===== src/rtl/color_scan_sequencer.sv =====
// Sequences a TCS3200-style colour sensor through red, blue, green and clear,
// measuring PERIODS output periods per channel and publishing one coherent result set per scan.
module color_scan_sequencer #(
  parameter int SETTLE_CYC  = 2500,
  parameter int PERIODS     = 4,
  parameter int TIMEOUT_CYC = 500000,
  parameter int CNT_W       = 21
) (
  input  logic             clk_50M,
  input  logic             rst_n,
  input  logic             start,
  input  logic             continuous,
  input  logic             sensor_out,
  output logic             s0,
  output logic             s1,
  output logic             s2,
  output logic             s3,
  output logic             busy,
  output logic             done,
  output logic [CNT_W-1:0] red,
  output logic [CNT_W-1:0] blue,
  output logic [CNT_W-1:0] green,
  output logic [CNT_W-1:0] clear,
  output logic [3:0]       ch_timeout
);

  localparam logic [2:0] ST_IDLE    = 3'd0;
  localparam logic [2:0] ST_SETTLE  = 3'd1;
  localparam logic [2:0] ST_ARM     = 3'd2;
  localparam logic [2:0] ST_MEASURE = 3'd3;
  localparam logic [2:0] ST_NEXT    = 3'd4;

  localparam logic [1:0] CH_RED   = 2'd0;
  localparam logic [1:0] CH_CLEAR = 2'd3;

  localparam int               SET_W        = $clog2(SETTLE_CYC + 1);
  localparam logic [SET_W-1:0] SETTLE_LAST  = SET_W'(SETTLE_CYC - 1);
  localparam logic [SET_W-1:0] SET_ONE      = SET_W'(1);
  localparam logic [CNT_W-1:0] TIMEOUT_LAST = CNT_W'(TIMEOUT_CYC - 1);
  localparam logic [CNT_W-1:0] CNT_ONE      = CNT_W'(1);
  localparam logic [CNT_W-1:0] CNT_MAX      = '1;
  localparam logic [3:0]       PERIODS_L    = 4'(PERIODS);
  localparam logic [3:0]       EDGE_ONE     = 4'd1;

  logic             sync_meta, sync_q, prev_q;
  logic             fall;
  logic [2:0]       state;
  logic [1:0]       ch;
  logic [SET_W-1:0] settle_cnt;
  logic [CNT_W-1:0] to_cnt;
  logic [CNT_W-1:0] per_cnt;
  logic [CNT_W-1:0] per_inc;
  logic [3:0]       edge_cnt;
  logic [CNT_W-1:0] shadow [4];
  logic [3:0]       shadow_to;

  // NOTE: sequential state uses non-blocking assignments so every flop samples
  // the pre-edge value of its neighbour; blocking here would collapse the chain.
  always_ff @(posedge clk_50M or negedge rst_n) begin
    if (!rst_n) begin
      sync_meta <= 1'b0;
      sync_q    <= 1'b0;
      prev_q    <= 1'b0;
    end else begin
      sync_meta <= sensor_out;
      sync_q    <= sync_meta;
      prev_q    <= sync_q;
    end
  end

  assign fall    = prev_q & ~sync_q;
  assign per_inc = (per_cnt == CNT_MAX) ? CNT_MAX : per_cnt + CNT_ONE;

  // 20% scaling while busy, power-down in idle; {s2,s3} = 00,01,11,10 for ch 0..3.
  assign s0 = busy;
  assign s1 = 1'b0;
  assign s2 = busy & ch[1];
  assign s3 = busy & (ch[1] ^ ch[0]);

  always_ff @(posedge clk_50M or negedge rst_n) begin
    if (!rst_n) begin
      state      <= ST_IDLE;
      ch         <= CH_RED;
      busy       <= 1'b0;
      done       <= 1'b0;
      settle_cnt <= '0;
      to_cnt     <= '0;
      per_cnt    <= '0;
      edge_cnt   <= '0;
      // NOTE: the four shadows are plain flops, not RAM, so they take the async
      // reset like everything else and a mid-scan reset leaves no stale partials.
      shadow     <= '{default: '0};
      shadow_to  <= '0;
      red        <= '0;
      blue       <= '0;
      green      <= '0;
      clear      <= '0;
      ch_timeout <= '0;
    end else begin
      done <= 1'b0;
      case (state)
        ST_IDLE: begin
          busy       <= start;
          ch         <= CH_RED;
          settle_cnt <= '0;
          if (start) state <= ST_SETTLE;
        end

        ST_SETTLE: begin
          if (settle_cnt == SETTLE_LAST) begin
            state  <= ST_ARM;
            to_cnt <= '0;
          end else begin
            settle_cnt <= settle_cnt + SET_ONE;
          end
        end

        ST_ARM: begin
          to_cnt <= to_cnt + CNT_ONE;
          if (to_cnt == TIMEOUT_LAST) begin
            shadow[ch]    <= CNT_MAX;
            shadow_to[ch] <= 1'b1;
            state         <= ST_NEXT;
          end else if (fall) begin
            per_cnt  <= '0;
            edge_cnt <= '0;
            state    <= ST_MEASURE;
          end
        end

        ST_MEASURE: begin
          to_cnt  <= to_cnt + CNT_ONE;
          per_cnt <= per_inc;
          // Completion is tested first so it wins over a coincident timeout.
          if (fall && (edge_cnt + EDGE_ONE == PERIODS_L)) begin
            shadow[ch]    <= per_inc;
            shadow_to[ch] <= 1'b0;
            state         <= ST_NEXT;
          end else begin
            if (fall) edge_cnt <= edge_cnt + EDGE_ONE;
            if (to_cnt == TIMEOUT_LAST) begin
              shadow[ch]    <= CNT_MAX;
              shadow_to[ch] <= 1'b1;
              state         <= ST_NEXT;
            end
          end
        end

        ST_NEXT: begin
          settle_cnt <= '0;
          if (ch != CH_CLEAR) begin
            ch    <= ch + 2'd1;
            state <= ST_SETTLE;
          end else begin
            red        <= shadow[0];
            blue       <= shadow[1];
            green      <= shadow[2];
            clear      <= shadow[3];
            ch_timeout <= shadow_to;
            done       <= 1'b1;
            ch         <= CH_RED;
            state      <= continuous ? ST_SETTLE : ST_IDLE;
          end
        end

        default: state <= ST_IDLE;
      endcase
    end
  end

endmodule


===== config.mk =====
export PLATFORM = sky130hd
export DESIGN_NAME = color_scan_sequencer
export DESIGN_NICKNAME = d
export VERILOG_FILES = /design/src/rtl/color_scan_sequencer.sv
export SDC_FILE = /design/constraint.sdc
export NUM_CORES = 1
export LEC_CHECK = 0
export BUFFER_PORTS_ARGS = -buffer_cell sky130_fd_sc_hd__buf_4
export CORE_AREA = 2 2 153 155
export CTS_CLUSTER_DIAMETER = 50
export DETAILED_ROUTE_END_ITERATION = 16
export DIE_AREA = 0 0 155 157
export PLACE_DENSITY = 0.75
export SYNTH_ARGS = -nofsm -noshare
export SYNTH_HDL_FRONTEND = slang
export SYNTH_SLANG_ARGS = --single-unit
export TNS_END_PERCENT = 10

===== constraint.sdc =====
create_clock -name clk_50M -period 2 [get_ports clk_50M]
set_input_delay 0 -clock clk_50M [delete_from_list [all_inputs] [get_ports clk_50M]]
set_output_delay 0 -clock clk_50M [all_outputs]
set_load 0.1 [all_outputs]

==> metrics.md <==
| Metric | Value |
|---|---|
| Hold Crit Class | input pin to flip-flop |
| Reg2Reg Setup Slack | 7 ps |
| Setup CP Type | flip-flop to flip-flop |
| Required time of the critical path | 2430 ps |
| Area leader, netlist | dfrtp_1 |
| Width of the die | 155 microns |
| Max incr delay on CP | 480 ps |
| Ant. Diodes | 0 |
| Num CTS Buffers | 28 |
| IO Count | 99 |
| Most frequent cells in the layout | dfrtp_1, buf_4, mux2_2 |
| Layout Cells excl Fill | 1291 |
| Internal power | 8.624 mW |
| Net Sw Power | 2.417 mW |
| Via count | 7377 |
| Logic pwr share | 4.1% |
| Initial cell density of the core | 45.78% |
| Vias in the first global route | 7442 |
| Setup-failing EPs final | 0 |
| Synthesized-area fraction occupied by adder cells | 0.9716% |
| First-pass GRT wire length | 40570 microns |
| Critical-path top delay cell | or4_4 |
| Crit end category | flip-flop |
| Sw Ratio | 21.89% |
| Fmax | 0.5016 GHz |
| Fillers | 1761 |
| Core footprint | 0.02250 sq mm |
| TritonCTS clock tree | yes |
| CTS clk-pin slew, worst paths | 60 ps |
| Synth Area in Compound Gates | 12.63% |
| Share of flip-flops with an asynchronous set or reset | 100.0% |
| Largest family of logic cells by synthesized area | compound AO/OA/AOI/OAI gates |
| Initial drt markers | 512 |
| Top-area cell type share of the netlist area | 59.27% |
| RePlAce Congestion | 0.9436 |
| Post-Synthesis Cells | 815 |
| Row count | 55 |
| Placed insts | 1231 |
| HPWL after DPL | 16510 microns |
| H-tree levels | 1 |
| Max-Cap Viols | 0 |
| Main flop type after synthesis | dfrtp_1 |
| Crit path time final | 1993 ps |
| Longest Clk Path Bufs | 3 |
| Final Slew Violations | 0 |
| Overflow after GRT | 0 |
| Port Buffer Count | 97 |
| P per Cell Area | 832.9 mW/mm^2 |
| CTS root buffer | clkbuf_16 |
| Most common cell after layout, fill and taps aside | dfrtp_1 |
| Final Cycle Share | 99.67% |
| Pre-antenna DRT Iters | 6 |
| Total number of yosys warnings | 0 |
| LEAKAGE | 6.555 nW |
| Post-synthesis cell area | 0.01030 sq mm |
| Top cells by area, synth | dfrtp_1, mux2_2, o22a_1 |
| Number of synthesized flops with an enable pin | 0 |
| Clock Sinks | 244 |
| Nets | 997 |
| Number of antenna violations at the first check in global routing | 0 |
| VDD IR-drop max | 0.5613 mV |
| Routed WL | 25410 microns |
| Seq/Total Area, Yosys | 59.27% |
| Hold Slack | 139.1 ps |
| RSZ-0062 raised after global routing | yes |
| Layout cells sized above 1 | 36.68% |
| Post-Synth XOR/XNOR Area | 3.401% |
| GRT Overall Usage | 20.75% |
| Cell Chain, Critical Path | buf_4 > nand4_1 > or4_4 > o21ai_0 > nand3_2 > a22o_1 |
| Post-synthesis mux area share | 10.21% |
| Final hold vios | 0 |
| Outcome | complete, no violations |
| Sequential Power Share | 46.0% |
| Die height | 157 microns |
| Area grow syn2layout | 28.67% |
| Clock share of power | 49.8% |
| CP startpoint kind | flip-flop |
| Final Skew | 11.75 ps |
| Synthesized area per cell | 12.64 sq um |
| Critical path peak fanout | 7 |
| Mapped Nets | 828 |
| Final ANT Viol Nets | 0 |
| Largest net degree at the start of global routing | 55 |
| Skew-Pair Late Insertion Delay | 530 ps |
| DRC Markers | 0 |
| Synth Area in Simple Gates | 11.00% |
| Register bit total from synthesis | 244 |
| DR vias/cell | 5.714 |
| Synth cell types | 58 |
| Crit path DAT | 2420 ps |
| Die area | 0.02434 sq mm |
| Drt wl/cell | 19.68 microns |
==> cells in the mapped netlist (4+ instances only) <==
| cell type | number |
|---|---|
| and2_1 | 7 |
| xnor2_1 | 26 |
| a211o_1 | 6 |
| or4_1 | 4 |
| nor4_1 | 14 |
| nor4b_1 | 4 |
| nand2_1 | 40 |
| ha_1 | 8 |
| or3_1 | 4 |
| inv_1 | 6 |
| nand2b_1 | 7 |
| and3_1 | 9 |
| nand4_1 | 10 |
| o21ai_0 | 15 |
| nor3_1 | 10 |
| dfrtp_1 | 244 |
| a31oi_1 | 7 |
| o211a_1 | 4 |
| nand3_1 | 27 |
| o22a_1 | 52 |
| clkbuf_1 | 23 |
| nor2_1 | 48 |
| a21oi_1 | 6 |
| mux2_2 | 89 |
| and4_1 | 7 |
| xor2_1 | 14 |
| a22o_1 | 19 |
| buf_2 | 24 |
| mux2i_1 | 5 |
| a2bb2oi_1 | 32 |
==> registers in the layout (all words and copies together), names as in the netlist <==
name and cells:
blue 21, busy 1, ch 2, ch_timeout 4, clear 21, done 1, edge_cnt 4, green 21
per_cnt 21, prev_q 1, red 21, settle_cnt 12, shadow 84, shadow_to 4, state 3, sync_meta 1
sync_q 1, to_cnt 21
==> metrics by stage <==
stage                     setup WS (ps)  area [sq um]  total power [mW]  utilization (%)  TNS, ps
final                             6.508         13260             11.04            58.91        0
after global routing             -81.83         13260             11.38            58.91   -429.5
after CTS                         3.840         13070             11.12            58.08        0
after detailed placement         -78.21         11940             5.602            53.07   -632.4
after global placement           -10.89         11940             5.587            53.07   -10.89
after floorplan                  -84.13         10310             5.387                -   -784.2
==> critical path: cells and delay by family (launching register included) <==
family	cells	cell delay, ps
flops	1	400
simple gates	3	810
compound gates	2	510
buf+inv	1	170
==> repair_timing <==
action	in CTS	in global routing
resized for setup	8	31
hold buffers	6	0
hold endpoints to repair	247	0
pin swaps	0	5
gates cloned	0	1
setup buffers	0	1
setup endpoints to repair	29	110
==> per-layer routing <==
layer  part of all wire, %  track usage, %  up-vias
li1                      -               -     3344
met1                    45           29.57     3729
met2                    47           33.63      251
met3                   6.0           3.084       53
met4                   2.1           5.291        0
met5                     0               0        -
==> cell families after synthesis <==
logic type | Yosys count
buf+inv | 58
compound gates | 159
flops | 244
simple gates | 211
fa+ha+maj | 8
other cells | 1
mux | 94
xor+xnor | 40
==> layout make-up <==
class,instances,area (sq um),share of cell area [%]
clock buffer,37,825.8,6.229
clock inverter,15,205.2,1.548
inverter,6,22.52,0.1699
multi-input combinational,513,4131,31.17
sequential,244,6106,46.06
tap,285,356.6,2.690
timing repair buffer,191,1609,12.14
==> power groups by stage <==
stage	Sequential [mW]	Clock (mW)	Combinational, mW
2_1_floorplan	5.19	0	0.194
4_1_cts	5.08	5.59	0.447
3_5_place_dp	5.17	0	0.432
5_1_grt	5.09	5.78	0.514
3_3_place_gp	5.17	0	0.418
6_report	5.08	5.50	0.457
==> worst paths after layout <==
check	from	to	cells after the start
min	sensor_out	sync_meta$_DFF_PN0_	2
max in group asynchronous	rst_n	per_cnt[9]$_DFFE_PN0P_	4
min reg2reg	sync_meta$_DFF_PN0_	sync_q$_DFF_PN0_	0
min in group asynchronous	rst_n	ch_timeout[1]$_DFFE_PN0P_	3
max	per_cnt[0]$_DFFE_PN0P_	per_cnt[17]$_DFFE_PN0P_	6
max reg2reg	per_cnt[0]$_DFFE_PN0P_	per_cnt[17]$_DFFE_PN0P_	6
Note: power is estimated with default switching activity, not from simulation.
